==> config.mk <==
export PLATFORM = sky130hd
export DESIGN_NAME = alu_issue_stage
export DESIGN_NICKNAME = d
export VERILOG_FILES = /design/src/rtl/alu_issue_stage.sv
export SDC_FILE = /design/constraint.sdc
export NUM_CORES = 1
export LEC_CHECK = 0
export ABC_AREA = 1
export ABC_CLOCK_PERIOD_IN_PS = 2000
export BUFFER_PORTS_ARGS = -buffer_cell sky130_fd_sc_hd__buf_2
export CORE_UTILIZATION = 54
export DETAILED_ROUTE_END_ITERATION = 7
export PLACE_DENSITY = 0.86
export SYNTH_ARGS = -nofsm -noshare
export SYNTH_HDL_FRONTEND = slang
export SYNTH_SLANG_ARGS = --single-unit
==> constraint.sdc <==
create_clock -name clk -period 2 [get_ports clk]
set_input_delay 0.1 -clock clk [delete_from_list [all_inputs] [get_ports clk]]
set_output_delay 0.1 -clock clk [all_outputs]
set_load 0.05 [all_outputs]
==> src/rtl/alu_issue_stage.sv <==
// alu_issue_stage: RISC-V ALU decode feeding a 2-entry valid/ready skid buffer toward execute
module alu_issue_stage #(
  parameter int DATA_WIDTH    = 32,
  parameter int OPCODE_LENGTH = 4,
  parameter int CNT_WIDTH     = 16
) (
  input  logic                     clk,
  input  logic                     reset,
  input  logic                     in_valid,
  output logic                     in_ready,
  input  logic [6:0]               opcode,
  input  logic [2:0]               funct3,
  input  logic                     funct7_5,
  input  logic [DATA_WIDTH-1:0]    rs1_data,
  input  logic [DATA_WIDTH-1:0]    rs2_data,
  input  logic [DATA_WIDTH-1:0]    imm,
  input  logic                     flush,
  output logic                     out_valid,
  input  logic                     out_ready,
  output logic [DATA_WIDTH-1:0]    SrcA,
  output logic [DATA_WIDTH-1:0]    SrcB,
  output logic [OPCODE_LENGTH-1:0] Operation,
  output logic                     out_illegal,
  output logic [CNT_WIDTH-1:0]     illegal_cnt
);
  localparam int EW = 1 + OPCODE_LENGTH + 2 * DATA_WIDTH;
  typedef enum logic [1:0] {EMPTY, ONE, TWO} occ_t;
  occ_t state_q, state_d;
  logic [EW-1:0] main_q, main_d, skid_q, skid_d, dec;
  logic in_ready_q, in_ready_d;
  logic [CNT_WIDTH-1:0] cnt_q, cnt_d;
  logic [3:0] alu_op, br_op, op;
  logic [DATA_WIDTH-1:0] src_a, src_b;
  logic ill, accept, pop;
  // opcode[5] separates R-type (sub allowed) from I-type (funct7_5 ignored for add)
  always_comb begin
    alu_op = funct3 == 3'b000 ? {3'b000, funct7_5 & opcode[5]} :
             funct3 == 3'b100 ? 4'h2 :
             funct3 == 3'b110 ? 4'h3 :
             funct3 == 3'b111 ? 4'h4 :
             funct3 == 3'b010 ? 4'h5 :
             funct3 == 3'b101 ? (funct7_5 ? 4'h6 : 4'h7) :
             funct3 == 3'b001 ? 4'h8 : 4'hf;
    br_op = funct3 == 3'b000 ? 4'hd :
            funct3 == 3'b001 ? 4'ha :
            funct3 == 3'b100 ? 4'hb :
            funct3 == 3'b101 ? 4'hc : 4'hf;
    op = opcode == 7'b0110011 || opcode == 7'b0010011 ? alu_op :
         opcode == 7'b0000011 || opcode == 7'b0100011 ? 4'h9 :
         opcode == 7'b1100011 ? br_op :
         opcode == 7'b0110111 ? 4'he : 4'hf;
    ill = op == 4'hf;
    src_a = ill || opcode == 7'b0110111 ? '0 : rs1_data;
    src_b = ill ? '0 : opcode == 7'b0110011 || opcode == 7'b1100011 ? rs2_data : imm;
    dec = {ill, OPCODE_LENGTH'(op), src_a, src_b};
  end
  always_comb begin
    accept = in_valid & in_ready_q;
    pop = out_valid & out_ready;
    state_d = state_q;
    main_d = main_q;
    skid_d = skid_q;
    cnt_d = pop && out_illegal && !flush && cnt_q != '1 ? cnt_q + CNT_WIDTH'(1) : cnt_q;
    case (state_q)
      EMPTY: if (accept) begin
        main_d = dec;
        state_d = ONE;
      end
      ONE: if (accept && pop) main_d = dec;
      else if (accept) begin
        skid_d = dec;
        state_d = TWO;
      end
      else if (pop) state_d = EMPTY;
      TWO: if (pop) begin
        main_d = skid_q;
        state_d = ONE;
      end
      default: state_d = EMPTY;
    endcase
    if (flush) state_d = EMPTY;
    in_ready_d = state_d != TWO;
  end
  always_ff @(posedge clk or negedge reset) begin
    if (!reset) begin
      state_q <= EMPTY;
      in_ready_q <= 1'b1;
      main_q <= '0;
      skid_q <= '0;
      cnt_q <= '0;
    end else begin
      state_q <= state_d;
      in_ready_q <= in_ready_d;
      main_q <= main_d;
      skid_q <= skid_d;
      cnt_q <= cnt_d;
    end
  end
  assign in_ready = in_ready_q;
  assign out_valid = state_q != EMPTY;
  assign {out_illegal, Operation, SrcA, SrcB} = main_q;
  assign illegal_cnt = cnt_q;
endmodule

; Word level (Yosys, flattened, before mapping)
; Cells that the tools add are included.
[totals]
wordCells = 75
reg_bits = 157
in_bits = 112
out_inout_bits = 87
[classes]
eq_ne = 20
bitwise_logic = 4
n_mux = 30
add_sub_neg = 1
n_reduce_logical = 15
[ops]
columns = cell, n
row1 = $mux 69, 3
row2 = $pmux 69 s3, 1
row3 = $mux 32, 3
row4 = $mux 4, 7
row5 = $eq 7x6->1 const B, 3
row6 = $mux 3, 6
row7 = $add 16x1->16 const B, 1
row8 = $ne 16x16->1 const B, 1
row9 = $mux 2, 7
row10 = $eq 3x3->1 const B, 4
row11 = $ne 2x2->1 const B, 4
row12 = $eq 7x2->1 const B, 1
row13 = $eq 7x5->1 const B, 1
row14 = $eq 7x7->1 const B, 1
row15 = $pmux 2 s3, 1
row16 = $eq 4x4->1 const B, 1
row17 = $logic_and 1x1->1, 4
row18 = $logic_or 1x1->1, 4
row19 = $reduce_and 4->1, 1
row20 = $and 1x1->1, 3
row21 = $eq 3x1->1 const B, 1
row22 = $eq 3x2->1 const B, 1
row23 = $logic_not 3->1, 1
row24 = $reduce_and 3->1, 1
row25 = other kinds (8), 9

; Depth between registers and ports, before layout
; Gate-level depths: netlist of the first run.
[depth]
ltp_word = 14
mapped_depth = 14
depth_no_buf = 13

; Worst setup path before layout of the first run
; Ideal clock, no wire load.
[synth_timing]
path_kind = reg2reg
startpoint = register cnt_q[0], in the netlist illegal_cnt[0]
endpoint = register cnt_q[0], in the netlist illegal_cnt[0]
n_path_buf = 1
path_slack_ns = -0.156
period_less_slack_ns = 2.156
arrival_time_ns = 2.008
setup_ns = 0.147
t_required_ns = 1.853
stages_incl_launch_ff = 11
path_cell_list = dfrtp_1 -> ha_1 -> nand2_1 -> nor2_2 -> nand3_1 -> nor2_1 -> nand3_1 -> nand2_1 -> nand2_1 -> buf_2 -> xor2_1
[synth_between]
elab_chain_len = 2
elab_cells_between_ends = 3
cone_classes = 1 x add/sub / 1 x eq/ne / 1 x reduce/logical
[synth_lines]
columns = item, line
row1 = "start, declared", 31  ; logic [CNT_WIDTH-1:0] cnt_q, cnt_d;
row2 = "start signal, assigned", 96  ; cnt_q <= cnt_d;
row3 = "parallel branches: the longest is 2 deep, another holds $add 16x1->16", n/a
; Several ways; the timed one is not identified.
; A chain may end at the register's enable or synchronous reset.

; Worst setup path after layout of the first run
[layout_timing]
startpoint = register cnt_q[0], in the netlist illegal_cnt[0]
endpoint = register cnt_q[6], in the netlist illegal_cnt[6]
; The elaborated chain is that of the path after synthesis.

==> results.md, run 1 <==
- Vias per std cell: 5.06
- Synth cell types: 30
- Clock sink total: 157
- Fin crit period: 1.84 ns
- IO Pins: 199
- Met3 global-route usage: 0.0673
- Critical path endpoint category: flip-flop
- Max-slew violation count: 0
- Total number of vias: 7638
- Mapped cell area: 7920 µm²
- Met2 GRT Util: 0.459
- Overall routing resource usage: 0.277
- Part of the cycle the worst path needs: 0.920
- Syn Inst Count: 1100
- Total Wirelength: 19900 µm
- Setup violators final: 0
- Gr busiest metal: met2
- Wire length per cell: 13.2 µm
- DRC: 0
- Die Y-Extent: 123 µm
- Pre-CTS WS: 0.137 ns
- Die width: 123 µm
- First-pass GRT wire length: 32800 µm
- Area of the core: 14100 µm²
- RSZ-0062 raised after global routing: no
- Reg clk slew, reported paths: 0.06 ns
- Setup WS post-layout: 0.160 ns
- CTS tree: done
- Syn Nets: 1213
- Fraction of registers with async set/reset: 1.00
- Tightest Pin Transition: 0.536 ns
- Largest net degree at the start of global routing: 61
- I/O Buffers: 198
- Clock Latency Late Sink: 0.43 ns
- Fill count: 1084
- Status: complete, no violations
- Yosys warning count: 0
- CTS buffer count: 17
- Global-route met1 utilization: 0.353
- Number of nets in the layout: 1430
- DRT iter0 DRCs: 502
- Cell Rows: 43
- Final setup TNS: 0 ns
- Setup Skew: 0.00925 ns
- H-tree depth reported by CTS: 4
- Initial antenna violation count: 0
- Syn Area/Cell: 7.20 µm²
- Crit path kind: reg2reg
- Finished Core Util: 0.717
- DRT Pass-1 Iters: 5
- Maxcap violations: 0
- VDD IR max: 0.665 mV
- Setup crit start kind: flip-flop
- Initial Util: 0.562
- FMAX: 543 MHz
- Root Driver: clkbuf_16
- Min-delay worst type: in2reg
- Ys flop type: dfrtp_1
- Layout area overhead: 27.5%
- Worst rel slew slack: 0.642
- Total gr overflow: 0
- Vias in the first global route: 7092
- CTS max path bufs: 2
- P_leak: 5.97 nW
- HPWL after detailed placement: 13000 µm
- CP arrival: 2.19 ns
- Flops & latches, synth: 157
- Post-synth EDFFs: 0
- Pwr dens: 937 nW/µm²
- Critical path peak fanout: 17
- Die area: 15200 µm²
- ANT cells: 0
- Layout cells sized above 1: 0.213
- Hold Violations, Final: 0
- Sequential area share after synthesis: 0.496
- Critical Path RT: 2.35 ns
- Routability cong.: 0.861
- Routed Antenna Nets: 0
[Yosys cell counts, types with 10 or more instances]
master,count,area [µm²]
dfrtp_1,156,3900
o21ai_0,34,170
a21oi_1,10,50.1
nand3_1,45,225
o21ai_1,49,245
nand2_1,509,1910
inv_1,32,120
nor2_1,154,578
buf_2,24,120
xor2_1,13,114
nand2_2,15,93.8
clkbuf_1,27,101
[worst max-delay path, cell delays in order, from the launching register on]
cell     delay (ns)
dfrtp_2        0.39
ha_1           0.17
nand2_1        0.07
nor2_2         0.15
nand3_1        0.13
nor2_2         0.13
nand3_1        0.10
nand2_1        0.09
nand2_1        0.08
buf_4          0.20
nand2_1        0.10
xor2_1         0.15
[cell families (layout without fill, tap and decap cells)]
| family | Yosys count | in the layout | synth area share |
|---|---|---|---|
| XOR/XNOR | 14 | 14 | 0.0155 |
| buffers and inverters | 95 | 323 | 0.0542 |
| adder cells (fa/ha/maj) | 1 | 1 | 0.00158 |
| AO/OA/AOI/OAI | 95 | 95 | 0.0619 |
| AND/OR/NAND/NOR | 738 | 738 | 0.371 |
| flip-flops | 157 | 157 | 0.496 |
[routing by layer]
layer | vias up | wire length, µm
met1 | 3491 | 8610
met3 | 32 | 1340
met4 | 0 | 369
met2 | 272 | 9550
li1 | 3843 | -
met5 | - | 0
[state kept, by name (all words and copies together) (netlist names)]
signal,flops
main_q,69
illegal_cnt,16
in_ready,1
skid_q,69
state_q,2
[per-stage QoR]
| stage | cell area [µm²] | instances | power (W) | hold slack (ns) |
|---|---|---|---|---|
| finish | 10100 | 1508 | 0.00946 | 0.0322 |
| global route | 10100 | 1508 | 0.00992 | 0.0383 |
| CTS | 10100 | 1506 | 0.00946 | 0.0204 |
| detailed placement | 9170 | 1442 | 0.00620 | 0.107 |
| global placement | 9170 | 1442 | 0.00615 | 0.103 |
| floorplan | 7920 | 1100 | 0.00549 | -0.196 |
[where the power goes]
group	switching (W)	internal (W)
Clock	0.00126	0.00194
Sequential	0.000273	0.00354
Combinational	0.00176	0.000689
[final timing paths]
kind	from	endpoint	slack (ns)	cells after the start
max	illegal_cnt[0]	illegal_cnt[6]	0.16	11
min	rs2_data[27]	skid_q[27]	0.03	5
max reg2reg	illegal_cnt[0]	illegal_cnt[6]	0.16	11
min reg2reg	main_q[56]	main_q[56]	0.47	2
max in group asynchronous	reset	skid_q[54]	1.17	3
min in group asynchronous	reset	main_q[58]	0.21	2
[layout by cell type (no fill, tap or decap), types with 3 or more instances in the layout]
cell / netlist / final
a21oi_1: 10 / 10
buf_12: 0 / 10
buf_2: 24 / 197
buf_4: 1 / 16
bufinv_16: 0 / 3
clkbuf_16: 0 / 17
clkinv_2: 0 / 5
clkinv_4: 0 / 3
dfrtp_1: 156 / 154
dlygate4sd3_1: 0 / 34
inv_1: 32 / 32
nand2_1: 509 / 508
nand2_2: 15 / 15
nand3_1: 45 / 45
nand4_1: 5 / 5
nor2_1: 154 / 153
nor4_1: 3 / 3
o21ai_0: 34 / 34
o21ai_1: 49 / 49
xor2_1: 13 / 13
[repair_timing]
action                     CTS  global route
hold buffers                34             0
setup buffers                0             2
resized for setup            0             1
hold endpoints to repair   104             0
setup endpoints to repair    0             8
[final cells by class]
class,count,area (µm²),area share
Sequential cell,157,3930,0.389
Clock buffer,18,429,0.0425
Clock inverter,12,149,0.0147
Tap cell,180,225,0.0223
Inverter,35,136,0.0135
Timing Repair Buffer,258,1660,0.164
Multi-Input combinational cell,848,3570,0.354
Power figures use the tool's default switching activity.
==> inputs of run 2 (changes only) <==
PLACE_DENSITY = 0.9   (was 0.86)
==> run 2 against run 1 <==
Net effect: sequential power is essentially flat; clock skew is essentially flat; sequential share of layout area grew 0.23 points; via count grew 3.0%; power shrank 1.9%; core utilization shrank 0.42 points; combinational power is essentially flat; hold slack lost 0.0095 ns; wire length grew 4.8%; clock-buffer cell count is the same; critical path type unchanged.
==> results.md, run 2 (synthesis results as in run 1) <==
- Status: complete, no violations
- DRT Pass-1 Iters: 5
- Critical Path RT: 2.34 ns
- Maxcap violations: 0
- Die area: 15200 µm²
- Critical path peak fanout: 15
- Pwr dens: 925 nW/µm²
- Initial Util: 0.562
- IO Pins: 199
- Tightest Pin Transition: 0.601 ns
- Layout area overhead: 26.8%
- Total Wirelength: 20800 µm
- Vias in the first global route: 7308
- FMAX: 526 MHz
- Crit-path most repeated cell: nor2_2
- Pre-CTS WS: 0.0441 ns
- Commonest non-fill, non-tap cell in the layout: nand2_1
- First-pass GRT wire length: 33600 µm
- Reg clk slew, reported paths: 0.06 ns
- I/O Buffers: 198
- HPWL after detailed placement: 13100 µm
- Vias per std cell: 5.23
- Hold Violations, Final: 0
- Max-slew violation count: 0
- Setup Skew: 0.00952 ns
- Total number of vias: 7869
- Critical path endpoint category: flip-flop
- ANT cells: 0
- Routability cong.: 0.909
- Total gr overflow: 0
- Clock sink total: 157
- Placed Instance Area: 9140 µm²
- Cell Rows: 43
- Number of nets in the layout: 1426
- CP arrival: 2.24 ns
- CTS tree: done
- Largest delay contributor family on the critical path: simple AND/OR/NAND/NOR gates
- Overall routing resource usage: 0.284
- Min-delay worst type: in2reg
- Die width: 123 µm
- VDD IR max: 0.627 mV
- Clock Latency Late Sink: 0.44 ns
- Setup crit start kind: flip-flop
- Largest net degree at the start of global routing: 84
- Worst-path cell chain: ha_1, nand2_1, nor2_2, nand3_2, nor2_2, nand3_1, nand2_2, nand2_4, buf_4, o21ai_0
- Worst rel slew slack: 0.599
- P_leak: 5.93 nW
- Setup violators final: 0
- CTS max path bufs: 2
- Fill count: 1046
- Crit path kind: reg2reg
- Post-CTS Setup Repair Bufs: 0
- DRC: 0
- Part of the cycle the worst path needs: 0.951
- Root Driver: clkbuf_16
- DRT iter0 DRCs: 767
- Setup WS post-layout: 0.0973 ns
- Buf+Inv Stages, Crit Path: 1
- Final Cell Area: 10000 µm²
- Most frequent cells in the layout: nand2_1 (506), buf_2 (197), dfrtp_1 (154)
- H-tree depth reported by CTS: 4
- Routed Antenna Nets: 0
- Die Y-Extent: 123 µm
- Largest stage delay, worst path: 0.42 ns
- Fin crit period: 1.90 ns
- Area of the core: 14100 µm²
- Slowest-stage cell, CP: dfrtp_2
- Initial antenna violation count: 1
- Layout cells sized above 1: 0.215
- CTS buffer count: 17
- Wire length per cell: 13.8 µm
- Finished Core Util: 0.712
[run 2: changes by cell type in the layout (fill, tap and decap cells not counted), sizes merged]
cell | before | now
buf | 224 | 220
bufinv | 3 | 0
clkinv | 8 | 5
clkinvlp | 1 | 3
inv | 35 | 41
[run 2: cell type report]
| class | count | area [µm²] | area share |
|---|---|---|---|
| flip-flops and latches | 157 | 3930 | 0.392 |
| inverters | 35 | 136 | 0.0136 |
| clock buffers | 18 | 439 | 0.0437 |
| clock inverters | 14 | 108 | 0.0107 |
| well taps | 180 | 225 | 0.0224 |
| multi-input cells | 848 | 3590 | 0.357 |
| repair buffers | 254 | 1620 | 0.161 |
[run 2: per-layer routing]
metal,vias up,track usage,wire [µm]
met5,-,0,16
met4,2,0.108,453
li1,3834,-,-
met1,3640,0.351,8730
met3,48,0.0627,1410
met2,345,0.484,10200
[run 2: metrics by stage]
step | power, W | hold WS [ns] | TNS, ns | std cells
floorplan | 0.00549 | -0.196 | 0 | 1100
global placement | 0.00614 | 0.101 | 0 | 1440
detailed placement | 0.00620 | 0.0963 | 0 | 1440
CTS | 0.00926 | 0.0144 | 0 | 1506
global route | 0.00968 | 0.0481 | -0.0587 | 1506
finish | 0.00929 | 0.0226 | 0 | 1506
[run 2: final timing paths]
check | from | slack [ns] | to | cells past startpoint
hold reg to reg | main_q[32] | 0.47 | main_q[32] | 2
hold / removal | rs2_data[30] | 0.02 | skid_q[30] | 5
setup / recovery | illegal_cnt[0] | 0.1 | illegal_cnt[9] | 10
max in group asynchronous | reset | 1.15 | illegal_cnt[1] | 3
min in group asynchronous | reset | 0.21 | main_q[56] | 2
setup reg to reg | illegal_cnt[0] | 0.1 | illegal_cnt[9] | 10
[run 2: timing repair]
action	in CTS	in global routing
endpoints found under the hold margin	113	0
hold buffers	34	0
endpoints found under the setup margin	3	11
resized for setup	1	4
[run 2: report_power, final]
group | total, W | switching, W | leakage, nW | internal [W]
registers | 0.00384 | 0.000303 | 2.10 | 0.00354
logic | 0.00243 | 0.00177 | 3.57 | 0.000657
clock network | 0.00301 | 0.00138 | 0.264 | 0.00164
[run 2: tightest hold or removal path, stage by stage]
cell and delay [ns]:
buf_2 0.10, nand2_1 0.05, nand2_1 0.05, nand2_2 0.07, o21ai_1 0.05
==> inputs of run 3 (changes only) <==
GPL_TIMING_DRIVEN = 0   (was not set)
==> run 3 against run 2 <==
Net effect: clock skew increased by 0.0010 ns; global-route usage increased by 2.1 points; core utilization increased by 1.6 points; sequential cell count unchanged; critical path type unchanged; critical endpoint is now skid_q[24]; largest power group unchanged.
==> results.md, run 3 (synthesis results as in run 1) <==
- Status: complete, no violations
- Vias in the first global route: 7588
- Placed Instance Area: 9170 µm²
- Setup WS post-layout: 0.0684 ns
- Routed Antenna Nets: 0
- Wire length per cell: 14.4 µm
- Crit path kind: reg2reg
- Routability cong.: 0.878
- FMAX: 518 MHz
- Layout area overhead: 29.7%
- Total gr overflow: 0
- Worst R2R End: skid_q[24]
- Most frequent cells in the layout: nand2_1 (507), buf_2 (219), dfrtp_1 (154)
- I/O Buffers: 198
- P_leak: 6.06 nW
- Fin crit period: 1.93 ns
- R2R depth: 7
- Hold path depth: 5
- DR WL met2: 10900 µm
- Number of nets in the layout: 1473
- Vias per std cell: 5.22
- Min-delay worst type: in2reg
- Pwr dens: 965 nW/µm²
- Initial Util: 0.562
- VDD IR max: 0.601 mV
- Reg-to-reg startpoint: in_ready
- ANT cells: 0
- Critical path peak fanout: 10
- Total number of vias: 8100
- Root Driver: clkbuf_16
- M1 wire length: 9260 µm
- R2R Setup Slk: 0.07 ns
- Max-slew violation count: 0
- Cell Rows: 43
- Reg clk slew, reported paths: 0.06 ns
- Part of the cycle the worst path needs: 0.966
- Overall routing resource usage: 0.304
- HPWL after detailed placement: 15000 µm
- Die width: 123 µm
- Setup Skew: 0.0105 ns
- Clock Latency Late Sink: 0.43 ns
- Die Y-Extent: 123 µm
- Placed cell count: 1479
- Worst rel slew slack: 0.440
- Critical path endpoint category: flip-flop
- First-pass GRT wire length: 35700 µm
- Critical Path RT: 2.29 ns
- Hold worst-path end: skid_q[17]
- Tightest Pin Transition: 0.840 ns
- Final Cell Area: 10300 µm²
- Largest net degree at the start of global routing: 93
- Commonest non-fill, non-tap cell in the layout: nand2_1
- Die area: 15200 µm²
- Worst hold start: rs2_data[17]
- IO Pins: 199
- Clock sink total: 157
- Maxcap violations: 0
- Initial antenna violation count: 1
- CTS tree: done
- Setup violators final: 0
- WL met3: 1590 µm
- CTS buffer count: 17
- DRT Pass-1 Iters: 5
- Finished Core Util: 0.729
- CTS max path bufs: 2
- CP arrival: 2.22 ns
- DRC: 0
- H-tree depth reported by CTS: 4
- Hold Violations, Final: 0
- Max Used Layer: met5
- Area of the core: 14100 µm²
- Pre-CTS WS: 0.0425 ns
- Layout cells sized above 1: 0.226
- Total Wirelength: 22300 µm
- Fin cells: 1553
- DRT iter0 DRCs: 660
- Setup crit start kind: flip-flop
-- run 3: cell count changes in the layout (fill, tap and decap cells not counted), moves of 3 or more --
cell       previous run  this run
buf_12                9         0
clkbuf_1              0        21
inv_6                 6         2
bufinv_16             0         5
o21ai_0              34        30
buf_6                 1         6
buf_4                13        10
clkbuf_2              0         8
buf_2               197       219
-- run 3: layout make-up --
cell class | count | area, µm²
plain buffers | 60 | 315
clock buffers | 19 | 443
clock inverters | 13 | 213
fillers | 1081 | 3820
inverters | 35 | 138
multi-input cells | 848 | 3580
flip-flops and latches | 157 | 3930
well taps | 180 | 225
repair buffers | 241 | 1430
-- run 3: where the power goes --
part,total (W),internal (W),leakage (nW),switching [W]
clock,0.00360,0.00226,0.310,0.00135
combinational,0.00249,0.000677,3.65,0.00182
sequential,0.00382,0.00354,2.10,0.000278
-- run 3: critical path: stages, from the launching register on --
cell	delay (ns)
dfstp_2	0.56
nand2_2	0.09
nor4_4	0.40
inv_4	0.13
clkbuf_4	0.23
buf_2	0.20
nand2_1	0.09
o21ai_1	0.08
-- run 3: worst max path at each step --
stage,start,endpoint,depth (start not counted)
3_5_place_dp,state_q[1],main_q[48],9
3_3_place_gp,reset,illegal_cnt[1],1
6_report,in_ready,skid_q[24],7
2_1_floorplan,illegal_cnt[0],illegal_cnt[0],10
4_1_cts,state_q[1],main_q[48],9
5_1_grt,in_ready,skid_q[32],7
-- run 3: layer usage --
layer,vias up,GRT usage
li1,3937,-
met1,3764,0.384
met2,344,0.510
met3,53,0.0646
met4,2,0.122
met5,-,0
-- run 3: timing repair --
item	in CTS	in global routing
setup buffers	0	8
endpoints found under the hold margin	143	0
setup endpoints to repair	0	120
hold buffers	34	0
gates resized for setup	0	32
-- run 3: metrics by stage --
step | setup TNS (ns) | hold slack [ns] | power, W
after floorplan | 0 | -0.196 | 0.00549
after global routing | -0.124 | 0.0593 | 0.0103
after global placement | -225.41 | 0.298 | 0.00613
final | 0 | 0.0288 | 0.00992
after CTS | 0 | 0.0184 | 0.00985
after detailed placement | 0 | 0.230 | 0.00621
